==> src/rtl/keypad_pkg.sv <==
// keypad_pkg: shared types, constants and helpers for the 4x4 hex keypad scanner.
package keypad_pkg;

    typedef enum logic [1:0] {
        SCAN     = 2'd0,
        DEBOUNCE = 2'd1,
        HELD     = 2'd2
    } state_t;

    // One-cold drive with row 0 pulled low.
    localparam logic [3:0] ROWS_RESET = 4'b1110;

    // Hex code for each key, indexed [row][col].
    localparam logic [3:0] KEYMAP [0:3][0:3] = '{
        '{4'h1, 4'h2, 4'h3, 4'hA},
        '{4'h4, 4'h5, 4'h6, 4'hB},
        '{4'h7, 4'h8, 4'h9, 4'hC},
        '{4'hE, 4'h0, 4'hF, 4'hD}
    };

    // One-cold row drive pattern for a row index.
    function automatic logic [3:0] row_drive(input logic [1:0] idx);
        return ~(4'b0001 << idx);
    endfunction

    // Number of active-low column lines.
    function automatic logic [2:0] count_lows(input logic [3:0] c);
        logic [2:0] n;
        n = '0;
        for (int unsigned i = 0; i < 4; i++) begin
            if (!c[i]) n = n + 3'd1;
        end
        return n;
    endfunction

    // Index of a low column line; only meaningful when exactly one is low.
    function automatic logic [1:0] low_index(input logic [3:0] c);
        logic [1:0] idx;
        idx = '0;
        for (int unsigned i = 0; i < 4; i++) begin
            if (!c[i]) idx = 2'(i);
        end
        return idx;
    endfunction

endpackage

==> src/rtl/scan_tick_gen.sv <==
// scan_tick_gen: free-running divider emitting a one-clk tick every 2^SCAN_DIV_W clocks.
// Shared with the display driver's digit multiplexer.
module scan_tick_gen #(
    parameter int SCAN_DIV_W = 16
) (
    input  logic i_clk,
    input  logic i_rst,
    output logic o_tick
);

    logic [SCAN_DIV_W-1:0] r_div;

    // Divider counts up and wraps from all-ones back to zero.
    always_ff @(posedge i_clk) begin
        if (i_rst) begin
            r_div <= '0;
        end else begin
            r_div <= r_div + SCAN_DIV_W'(1);
        end
    end

    assign o_tick = (r_div == '1);

endmodule

==> src/rtl/keypad_scanner.sv <==
// keypad_scanner: scans a 4x4 active-low hex keypad, debounces presses and
// shifts each accepted digit into a 16-bit register for the display driver.
// Optional auto-repeat while a key is held: define KEYPAD_AUTOREPEAT_EN.
module keypad_scanner
    import keypad_pkg::*;
#(
    parameter int SCAN_DIV_W     = 16,
`ifdef KEYPAD_AUTOREPEAT_EN
    parameter int REPEAT_SCANS   = 64,
`endif
    parameter int DEBOUNCE_SCANS = 4
) (
    input  logic        clk,
    input  logic        rst,
    input  logic [3:0]  cols,
    output logic [3:0]  rows,
    output logic        key_valid,
    output logic [3:0]  key_code,
    output logic        key_held,
    output logic [15:0] dataout
);

    localparam logic [3:0] DEB_N = 4'(DEBOUNCE_SCANS);

`ifdef KEYPAD_AUTOREPEAT_EN
    localparam int             REP_W = $clog2(REPEAT_SCANS + 1);
    localparam logic [REP_W-1:0] REP_N = REP_W'(REPEAT_SCANS);
    logic [REP_W-1:0] r_rep_cnt;
    logic [REP_W-1:0] w_rep_next;
`endif

    logic [3:0]  r_cols_m;
    logic [3:0]  r_cols_s;
    logic        w_tick;
    state_t      r_state;
    logic [1:0]  r_row_idx;
    logic [1:0]  r_col_idx;
    logic [3:0]  r_deb_cnt;
    logic [3:0]  r_rel_cnt;
    logic [3:0]  r_rows;
    logic        r_key_valid;
    logic [3:0]  r_key_code;
    logic        r_key_held;
    logic [15:0] r_dataout;

    logic [1:0]  w_next_row;
    logic [3:0]  w_next_rows;
    logic        w_single_low;
    logic [1:0]  w_low_idx;
    logic        w_match;
    logic        w_col_up;
    logic [3:0]  w_deb_next;
    logic [3:0]  w_rel_next;
    logic [3:0]  w_code;

    scan_tick_gen #(
        .SCAN_DIV_W(SCAN_DIV_W)
    ) u_tick (
        .i_clk  (clk),
        .i_rst  (rst),
        .o_tick (w_tick)
    );

    // Two-flop synchronizer for the asynchronous column sense lines.
    always_ff @(posedge clk) begin
        if (rst) begin
            r_cols_m <= 4'b1111;
            r_cols_s <= 4'b1111;
        end else begin
            r_cols_m <= cols;
            r_cols_s <= r_cols_m;
        end
    end

    // Decode of the synchronized columns against the current scan position.
    always_comb begin
        w_next_row   = r_row_idx + 2'd1;
        w_next_rows  = row_drive(w_next_row);
        w_single_low = (count_lows(r_cols_s) == 3'd1);
        w_low_idx    = low_index(r_cols_s);
        w_match      = (r_cols_s == row_drive(r_col_idx));
        w_col_up     = r_cols_s[r_col_idx];
        w_deb_next   = r_deb_cnt + 4'd1;
        w_rel_next   = r_rel_cnt + 4'd1;
        w_code       = KEYMAP[r_row_idx][r_col_idx];
`ifdef KEYPAD_AUTOREPEAT_EN
        w_rep_next   = r_rep_cnt + REP_W'(1);
`endif
    end

    // Scan / debounce / held state machine with registered outputs.
    // The accept fires on the clk after the debounce count reaches its target,
    // so a single-scan debounce accepts right after the detecting tick.
    always_ff @(posedge clk) begin
        if (rst) begin
            r_state     <= SCAN;
            r_row_idx   <= '0;
            r_col_idx   <= '0;
            r_deb_cnt   <= '0;
            r_rel_cnt   <= '0;
            r_rows      <= ROWS_RESET;
            r_key_valid <= 1'b0;
            r_key_code  <= '0;
            r_key_held  <= 1'b0;
            r_dataout   <= '0;
`ifdef KEYPAD_AUTOREPEAT_EN
            r_rep_cnt   <= '0;
`endif
        end else begin
            r_key_valid <= 1'b0;
            case (r_state)
                SCAN: begin
                    if (w_tick) begin
                        if (w_single_low) begin
                            r_col_idx <= w_low_idx;
                            r_deb_cnt <= 4'd1;
                            r_state   <= DEBOUNCE;
                        end else begin
                            r_row_idx <= w_next_row;
                            r_rows    <= w_next_rows;
                        end
                    end
                end
                DEBOUNCE: begin
                    if (r_deb_cnt == DEB_N) begin
                        r_key_valid <= 1'b1;
                        r_key_code  <= w_code;
                        r_dataout   <= {r_dataout[11:0], w_code};
                        r_key_held  <= 1'b1;
                        r_rel_cnt   <= '0;
                        r_state     <= HELD;
`ifdef KEYPAD_AUTOREPEAT_EN
                        r_rep_cnt   <= '0;
`endif
                    end else if (w_tick) begin
                        if (w_match) begin
                            r_deb_cnt <= w_deb_next;
                        end else begin
                            r_state   <= SCAN;
                            r_row_idx <= w_next_row;
                            r_rows    <= w_next_rows;
                        end
                    end
                end
                HELD: begin
                    if (w_tick) begin
                        if (w_col_up) begin
`ifdef KEYPAD_AUTOREPEAT_EN
                            r_rep_cnt <= '0;
`endif
                            if (w_rel_next == DEB_N) begin
                                r_state    <= SCAN;
                                r_key_held <= 1'b0;
                                r_row_idx  <= w_next_row;
                                r_rows     <= w_next_rows;
                            end else begin
                                r_rel_cnt  <= w_rel_next;
                            end
                        end else begin
                            r_rel_cnt <= '0;
`ifdef KEYPAD_AUTOREPEAT_EN
                            if (w_rep_next == REP_N) begin
                                r_rep_cnt   <= '0;
                                r_key_valid <= 1'b1;
                                r_dataout   <= {r_dataout[11:0], r_key_code};
                            end else begin
                                r_rep_cnt   <= w_rep_next;
                            end
`endif
                        end
                    end
                end
                default: begin
                    r_state <= SCAN;
                end
            endcase
        end
    end

    assign rows      = r_rows;
    assign key_valid = r_key_valid;
    assign key_code  = r_key_code;
    assign key_held  = r_key_held;
    assign dataout   = r_dataout;

endmodule

==> config.mk <==
export PLATFORM = sky130hd
export DESIGN_NAME = keypad_scanner
export DESIGN_NICKNAME = d
export VERILOG_FILES = /design/src/rtl/keypad_pkg.sv /design/src/rtl/scan_tick_gen.sv /design/src/rtl/keypad_scanner.sv
export SDC_FILE = /design/constraint.sdc
export NUM_CORES = 1
export LEC_CHECK = 0
export ABC_AREA = 1
export CORE_MARGIN = 2
export CORE_UTILIZATION = 47
export CTS_BUF_LIST = sky130_fd_sc_hd__clkbuf_16
export DETAILED_ROUTE_END_ITERATION = 10
export PLACE_DENSITY_LB_ADDON = 0.15
export SYNTH_ARGS = -nofsm -noshare
export SYNTH_HDL_FRONTEND = slang
export SYNTH_HIERARCHICAL = 1
export SYNTH_SLANG_ARGS = --single-unit
==> constraint.sdc <==
create_clock -name clk -period 3.39 [get_ports clk]
set_input_delay 0.8475 -clock clk [delete_from_list [all_inputs] [get_ports clk]]
set_output_delay 0.8475 -clock clk [all_outputs]
set_load 0.02 [all_outputs]
==> results.cfg <==
[run_status]
status = complete, no violations

[finish]
n_antenna_cell = 0
final_layout_size_suffix_gt1_share_pct = 9.725
final_core_util_pct = 57.93
area_growth_pct = 19.32
fin_nets = 490
fin_area_um2 = 3679
final_cells = 550

[critical_path]
crit_arrival_ns = 2.60
worstSetupStartpoint = r_cols_s[1]$_SDFF_PP1_
reg2reg_slack_ns = 0.96
reg2reg_depth = 13
end_kind = flop
critical_path_peak_fanout = 6
r2r-start = r_cols_s[1]$_SDFF_PP1_
worst_ep_required_time_ns = 3.56
r2r-end = rows[3]$_SDFFE_PP1P_
critPathLaunchType = flop
worst-setup-path-type = flop to flop

[floorplanning]
core_um2 = 6350
num_rows = 29
die_x_um = 84.99
dieArea_um2 = 7223
start_util_pct = 48.55
ios = 32
die_h_um = 84.99

[synthesis]
synthCells = 439
async_reset_ff_share_pct = 0
yosysMostFrequentCell = nand2_1
synth-edff-count = 0
synth_top_area_cell = dfxtp_1
synth_area_um2 = 3083
avgSynthCellArea_um2 = 7.023
synthFlopType = dfxtp_1
yosysUniqueCellTypes = 34
synth_top_area_share_pct = 38.96
ys_seq_area_share_pct = 38.96
synth_nets = 460
synth_commonest_cells = nand2_1 (92), nor2_1 (73), dfxtp_1 (60), inv_1 (47), o21ai_0 (29)
ys_warn_count = 6
ys_ff_latch = 60
netlist_top_cells_area = dfxtp_1 (39%), nand2_1 (11%), nor2_1 (8.9%)

[placement]
dp_cells = 535
io_buffer_count = 31
routabilityCongestion = 0.8899
place_area_um2 = 3428
hpwl_mm = 4.563

[worst_hold_path]
hold_path_startpoint = r_cols_m[1]$_SDFF_PP1_
hold_depth = 1
hold_class = flop to flop
hold_end = r_cols_s[1]$_SDFF_PP1_

[grt]
grt_pass1_wl_mm = 11.57
use_met3_pct = 5.545
grt_usage_pct = 19.59
grt_pass1_vias = 2627
grt_use_met2_pct = 30.61
antenna_found_initial = 0
use_met1_pct = 25.93
busiest_layer = met2
globalRouteOverflowTotal = 0
grt_max_degree = 28

[drt]
drt_iter0_markers = 178
vias = 2752
wl_per_cell_um = 11.63
drc = 0
drt_first_pass_iters = 5
ant_nets = 0
drt_wl_total_mm = 6.397
via_per_inst = 5.004

[flow_run]
maxCapViolCount = 0

[clock_tree]
ctsResizeCount = 0
clkLatencyLatePin_ns = 0.32
clock-sinks = 60
clkSlewWorstSetupHoldPaths_ns = 0.05
cts_hold_buf = 0
cts_max_path_buffers = 2
cts_tree = built
postCtsSetupBuffers = 0
numCtsBuffers = 9
htree_num_levels = 3
clock-root-buffer = clkbuf_16

[sta]
period_share_pct = 71.55
fin_setup_tns_ns = 0
tightest_slew_ns = 0.6706
skew_ns = 0.007097
rsz0062_at_grt = false
clock.fmax_ghz = 0.4123
max-slew-margin-rel_pct = 55.24
drv_slew = 0
setup-violations-final = 0
min_period_ns = 2.426
hold_viol = 0

[power_and_ir_drop]
power_density_nw_per_um2 = 421.1
total_power_mw = 1.549
power.leakage_nw = 1.572
ir_worst_vdd_mv = 0.3083
metrics by stage:
stage | worst slack (ns) | hold WS (ns)
4_1_cts | 0.9502 | 0.4158
2_1_floorplan | 1.251 | 0.3895
3_3_place_gp | 1.055 | 0.3981
5_1_grt | 0.7223 | 0.4318
3_5_place_dp | 0.9639 | 0.4016
6_report | 0.9643 | 0.4105
flip-flops by register name, indices dropped and copies added, names as in the netlist:
register / flops
u_tick/r_div: 16
r_cols_s: 4
r_row_idx: 2
r_col_idx: 2
key_code: 3
key_held: 1
r_rel_cnt: 4
rows: 4
dataout: 13
r_state: 2
r_deb_cnt: 4
r_cols_m: 4
key_valid: 1
placed cells by master (no fill, tap or decap), drive strengths merged:
cell           count
dfxtp             60
buf                1
nor2              80
nand2             97
clkdlybuf4s50     31
a211oi             3
o21ai             33
o21a               1
nor3b              1
inv               54
a31oi              2
nand3             30
or2               10
o211ai             2
clkinv             4
a21oi             23
clkbuf             9
xor2               2
a21boi             1
xnor2              3
nand4              5
nor3               2
ha                15
o21bai             4
layout make-up:
class | instances | area (µm²)
Fill cell | 610 | 2671
Timing Repair Buffer | 32 | 317.8
Multi-Input combinational cell | 314 | 1618
Sequential cell | 60 | 1201
Clock inverter | 6 | 25.02
Inverter | 52 | 195.2
Clock buffer | 9 | 225.2
Tap cell | 77 | 96.34
cells by family (layout without fill, tap and decap cells):
kind of cell,count (synthesis),after routing,share of synthesized area [%]
AO/OA/AOI/OAI,69,69,12.66
XOR/XNOR,5,5,1.421
adder cells (fa/ha/maj),15,15,6.088
buffers and inverters,65,99,8.563
flip-flops,60,60,38.96
AND/OR/NAND/NOR,225,225,32.30
per-layer routing:
metal / up-vias / part of all wire, % / routed length, µm
met5: - / 0 / 0
met1: 1240 / 50 / 3210
li1: 1455 / - / -
met4: 0 / 0.97 / 62
met2: 52 / 44 / 2840
met3: 5 / 4.4 / 283
worst max-delay path, cell delays in order, from the launching register on:
cell     delay, ns
dfxtp_1       0.40
inv_1         0.08
ha_1          0.35
inv_1         0.07
nand2_1       0.08
nand2_1       0.06
ha_1          0.28
or2_2         0.27
nand2_1       0.08
nand3_2       0.12
o21ai_2       0.26
nor2_4        0.08
nand2_1       0.07
nand3_1       0.08
worst max-delay path by stage:
stage                           end  cells after the start  slack, ns
6_report       rows[3]$_SDFFE_PP1P_                     13       0.96
3_3_place_gp   rows[3]$_SDFFE_PP1P_                     13       1.05
4_1_cts        rows[3]$_SDFFE_PP1P_                     13       0.95
5_1_grt        rows[1]$_SDFFE_PP1P_                     13       0.72
3_5_place_dp   rows[3]$_SDFFE_PP1P_                     13       0.96
2_1_floorplan  rows[2]$_SDFFE_PP1P_                     13       1.25
where the power goes:
| part | internal (mW) | switching [mW] |
|---|---|---|
| logic | 0.0225 | 0.0387 |
| registers | 0.714 | 0.00592 |
| clock network | 0.475 | 0.293 |
| total | 1.21 | 0.337 |
Note: power is estimated with default switching activity, not from simulation.
